**src/rtl/cdb_arbiter.sv**
```systemverilog
// Round-robin common-data-bus arbiter: grants one completed unit per cycle and registers its tag/data.
// Build option CDB_LOAD_PRIORITY_EN: the lw unit (index 1) always wins and leaves the rotation pointer alone.
module cdb_arbiter #(
    parameter int NREQ   = 4,
    parameter int TAG_W  = 5,
    parameter int DATA_W = 32
) (
    input  logic                    clock_i,
    input  logic                    reset_i,
    input  logic [NREQ-1:0]         req_valid_i,
    input  logic [NREQ*TAG_W-1:0]   req_tag_i,
    input  logic [NREQ*DATA_W-1:0]  req_data_i,
    output logic [NREQ-1:0]         req_ready_o,
    input  logic                    cdb_stall_i,
    input  logic                    flush_i,
    output logic                    cdb_valid_o,
    output logic [TAG_W-1:0]        cdb_tag_o,
    output logic [DATA_W-1:0]       cdb_data_o,
    output logic [NREQ-1:0]         cdb_src_o,
    output logic                    cdb_idle_o
);
    localparam int IDX_W = (NREQ > 1) ? $clog2(NREQ) : 1;

    logic [IDX_W-1:0]  rr_ptr_q;
    logic              cdb_valid_q;
    logic [TAG_W-1:0]  cdb_tag_q;
    logic [DATA_W-1:0] cdb_data_q;
    logic [NREQ-1:0]   cdb_src_q;

    logic [NREQ-1:0]   grant_d;
    logic [IDX_W-1:0]  grant_idx_d;
    logic [TAG_W-1:0]  sel_tag_d;
    logic [DATA_W-1:0] sel_data_d;
    logic              found_d;
    logic              lw_win_d;

    always_comb begin
        int unsigned idx;
        grant_d     = '0;
        grant_idx_d = rr_ptr_q;
        sel_tag_d   = '0;
        sel_data_d  = '0;
        found_d     = 1'b0;
        lw_win_d    = 1'b0;
        idx         = 0;
        if (!reset_i && !flush_i && !cdb_stall_i) begin
`ifdef CDB_LOAD_PRIORITY_EN
            if (req_valid_i[1]) begin
                found_d     = 1'b1;
                lw_win_d    = 1'b1;
                grant_d[1]  = 1'b1;
                grant_idx_d = IDX_W'(1);
                sel_tag_d   = req_tag_i[TAG_W +: TAG_W];
                sel_data_d  = req_data_i[DATA_W +: DATA_W];
            end
`endif
            // Scan starts just past the last winner so every unit gets its turn.
            for (int k = 1; k <= NREQ; k++) begin
                idx = (int'(rr_ptr_q) + k) % NREQ;
                if (!found_d && req_valid_i[idx]) begin
                    found_d      = 1'b1;
                    grant_d[idx] = 1'b1;
                    grant_idx_d  = IDX_W'(idx);
                    sel_tag_d    = req_tag_i[idx*TAG_W +: TAG_W];
                    sel_data_d   = req_data_i[idx*DATA_W +: DATA_W];
                end
            end
        end
    end

    always_ff @(posedge clock_i) begin
        if (reset_i) begin
            rr_ptr_q    <= IDX_W'(NREQ - 1);
            cdb_valid_q <= 1'b0;
            cdb_tag_q   <= '0;
            cdb_data_q  <= '0;
            cdb_src_q   <= '0;
        end else if (flush_i) begin
            cdb_valid_q <= 1'b0;
            cdb_src_q   <= '0;
        end else if (cdb_stall_i) begin
            cdb_valid_q <= cdb_valid_q;
        end else if (found_d) begin
            cdb_valid_q <= 1'b1;
            cdb_tag_q   <= sel_tag_d;
            cdb_data_q  <= sel_data_d;
            cdb_src_q   <= grant_d;
            if (!lw_win_d) begin
                rr_ptr_q <= grant_idx_d;
            end
        end else begin
            cdb_valid_q <= 1'b0;
        end
    end

    assign req_ready_o = grant_d;
    assign cdb_valid_o = cdb_valid_q;
    assign cdb_tag_o   = cdb_tag_q;
    assign cdb_data_o  = cdb_data_q;
    assign cdb_src_o   = cdb_src_q;
    assign cdb_idle_o  = ~|req_valid_i & ~cdb_valid_q;

endmodule

```
**config.mk**
```make
export PLATFORM = sky130hd
export DESIGN_NAME = cdb_arbiter
export DESIGN_NICKNAME = d
export VERILOG_FILES = /design/src/rtl/cdb_arbiter.sv
export SDC_FILE = /design/constraint.sdc
export NUM_CORES = 1
export LEC_CHECK = 0
export ABC_CLOCK_PERIOD_IN_PS = 8109
export CAP_MARGIN = 20
export CORE_MARGIN = 2
export CORE_UTILIZATION = 45
export CTS_BUF_LIST = sky130_fd_sc_hd__clkbuf_8
export DETAILED_ROUTE_END_ITERATION = 12
export DONT_BUFFER_PORTS = 1
export HOLD_SLACK_MARGIN = 0.12
export SLEW_MARGIN = 15
export SYNTH_ARGS = -nofsm -noshare
export SYNTH_HDL_FRONTEND = slang
export SYNTH_SLANG_ARGS = --single-unit
```
**constraint.sdc**
```tcl
create_clock -name clock_i -period 8.11 [get_ports clock_i]
set_input_delay 0.811 -clock clock_i [delete_from_list [all_inputs] [get_ports clock_i]]
set_output_delay 0.811 -clock clock_i [all_outputs]
set_load 0.03 [all_outputs]
```
==> results.cfg <==
[floorplanning]
num_rows = 43
fp.dieW_um = 122
die_area_um2 = 15000
coreArea_um2 = 13800
initial_utilization_pct = 45.7
die_height_um = 122
ios = 203

[power]
peakVddDrop_mv = 0.0590
power_leakage_nw = 2.44
powerDensity_nw_per_um2 = 130
finalPower_w = 0.000833

[setup_path]
cp.buffers_inverters = 2
start_kind = flop
crit_path_max_incr_delay_ns = 1.08
cp-end-kind = primary output
worst_ep_required_time_ns = 7.30
crit_chain = clkinv_1 -> ha_4 -> buf_4 -> mux4_2 -> nor3b_4 -> a222oi_1 -> a21boi_1 -> nor2_1
critPathSlowestCell = clkinv_1
crit_arrival_ns = 5.29
critPathKind = flop to primary output
cp_top_family = buffers and inverters
worstPathMaxFanout = 86

[yosys]
yosys_warnings = 0
synth_area_leaders = mux4_2, dfxtp_1, mux2i_1
yosysTopAreaCellShare_pct = 25.0
async_flop_share_pct = 0
synthesis.area_um2 = 6290
synthFlopType = dfxtp_1
ys_seq_area_share_pct = 14.0
ys_seq_elements = 44
syn-num-nets = 876
synth_edf_count = 0
synth_cell_types = 55
synthMostInstantiatedCell = nand2_1
avgSynthCellArea_um2 = 8.84
synth_common_cells = nand2_1, mux2i_1, mux4_2
synth_cells = 712
yosysTopAreaCell = mux4_2

[routing]
ant_nets = 0
via_count = 6245
wl_um = 20900
drt_first_pass_iters = 6
drc = 0
drt_iter0_markers = 566
vias_per_cell = 7.54
wl_per_cell_um = 25.3

[cts]
clkTransAtPathRegs_ns = 0.11
cts_buffers = 5
cts_buffer_depth = 2
clockRootBuffer = clkbuf_8
h-tree-depth = 2
cts_resized = 0
post_cts_buffers = 0
cts_tree = yes
clk_latency_ns = 0.33
hold_buffers = 0
clock_sinks = 44

[global_routing]
antenna_found_initial = 0
first_global_vias = 6029
gr-usage-all-layers_pct = 26.6
grt_max_degree = 87
grt.overflow.total = 0
grt_pass1_wl_um = 31700

[placed_design]
port_buffers = 0
gp_congestion = 0.882
pre_cts_ws_ns = 2.40
placement.cell_area_um2 = 6260
dp_hpwl_um = 13500

[outcome]
outcome = finished, final reports clean

[final_layout]
nFillCells = 1376
finalInstanceArea_um2 = 6400
diodes = 0
final_nets = 811
syn_to_final_growth_pct = 1.61
drive_above_1_share_pct = 15.6

[timing]
skew_ns = 0.0159
setup_violations = 0
finalCriticalPeriod_ns = 6.10
hold_violations = 0
hold_slack_ns = 0.532
max_clock_freq_mhz = 164
fin_crit_sh_pct = 75.3
grt_setup_unrepaired = false
tightestPinTransition_ns = 1.07
slew_headroom_pct = 27.9
slew_violations = 0
final.setup.tns_ns = 0
setup_slack_ns = 2.01

[min_path]
hp-class = input port to flop

[flow_run]
drv.max_cap_violation_count = 0
[per-stage QoR]
stage	std cells	utilization [%]
finish	828	46.4
global route	828	46.4
CTS	828	46.4
detailed placement	820	45.5
global placement	820	45.5
floorplan	712	-
[cell type report]
class	count	area, um^2	share of cell area [%]
multi-input combinational	580	5050	79.0
sequential	44	886	13.8
tap	180	225	3.52
timing repair buffer	10	75.1	1.17
clock buffer	5	68.8	1.08
clock inverter	3	63.8	0.998
inverter	6	22.5	0.352
[layer usage]
| layer | GRT usage, % | up-vias | routed length [um] |
|---|---|---|---|
| met1 | 33.0 | 3093 | 8010 |
| li1 | - | 2761 | - |
| met2 | 44.9 | 360 | 10400 |
| met3 | 7.16 | 31 | 2210 |
| met4 | 8.76 | 0 | 367 |
| met5 | 0 | - | 0 |
[report_power, final]
| part | internal, W | switching (W) | leakage [nW] |
|---|---|---|---|
| logic | 0.000166 | 0.000176 | 2.01 |
| clock network | 0.000122 | 0.0000965 | 0.0695 |
| registers | 0.000230 | 0.0000432 | 0.359 |
[cell families after synthesis]
logic type	count (synthesis)	share of synthesized area, %
adder cells (fa/ha/maj)	8	1.59
multiplexers	143	36.7
buffers and inverters	88	6.34
AND/OR/NAND/NOR	201	14.6
XOR/XNOR	1	0.139
AO/OA/AOI/OAI	227	26.6
flip-flops	44	14.0
[flip-flops by register name, summed over array words and instances, names as in the netlist]
register / cells
cdb_src_o: 4
cdb_valid_o: 1
cdb_tag_o: 5
cdb_data_o: 32
rr_ptr_q: 2
[layout by cell type, fill, tap and decap left out, types with 2 or more instances in the layout]
master,instances
a31oi_1,31
nand2_1,94
o32ai_1,13
nor4_1,5
nand3_1,4
a2111oi_0,8
a221oi_1,5
a311oi_1,25
a41oi_1,8
a221o_1,16
mux4_2,70
o32a_1,2
a21boi_1,4
bufinv_16,2
or3b_1,2
mux2_2,3
o211ai_1,3
clkbuf_8,5
ha_1,7
nand2b_1,2
o21ai_0,6
o21bai_1,4
and3_1,10
a211o_1,3
a22oi_1,8
clkinv_1,2
mux2i_1,70
buf_4,10
a211oi_1,7
o22ai_1,40
a222oi_1,4
and2_1,10
nor3_1,11
inv_1,5
a21oi_1,31
nor2b_1,11
dfxtp_1,42
a32oi_2,2
nor2_1,41
[worst paths after layout]
| check | from | to | slack [ns] | cells after the start |
|---|---|---|---|---|
| worst max register to register | rr_ptr_q[0] | cdb_data_o[12] | 2.64 | 8 |
| worst max-delay path | rr_ptr_q[0] | req_ready_o[1] | 2.01 | 8 |
| worst min-delay path | reset_i | cdb_data_o[1] | 0.53 | 1 |
| worst min register to register | cdb_data_o[1] | cdb_data_o[1] | 0.65 | 2 |
Power figures use the tool's default switching activity.
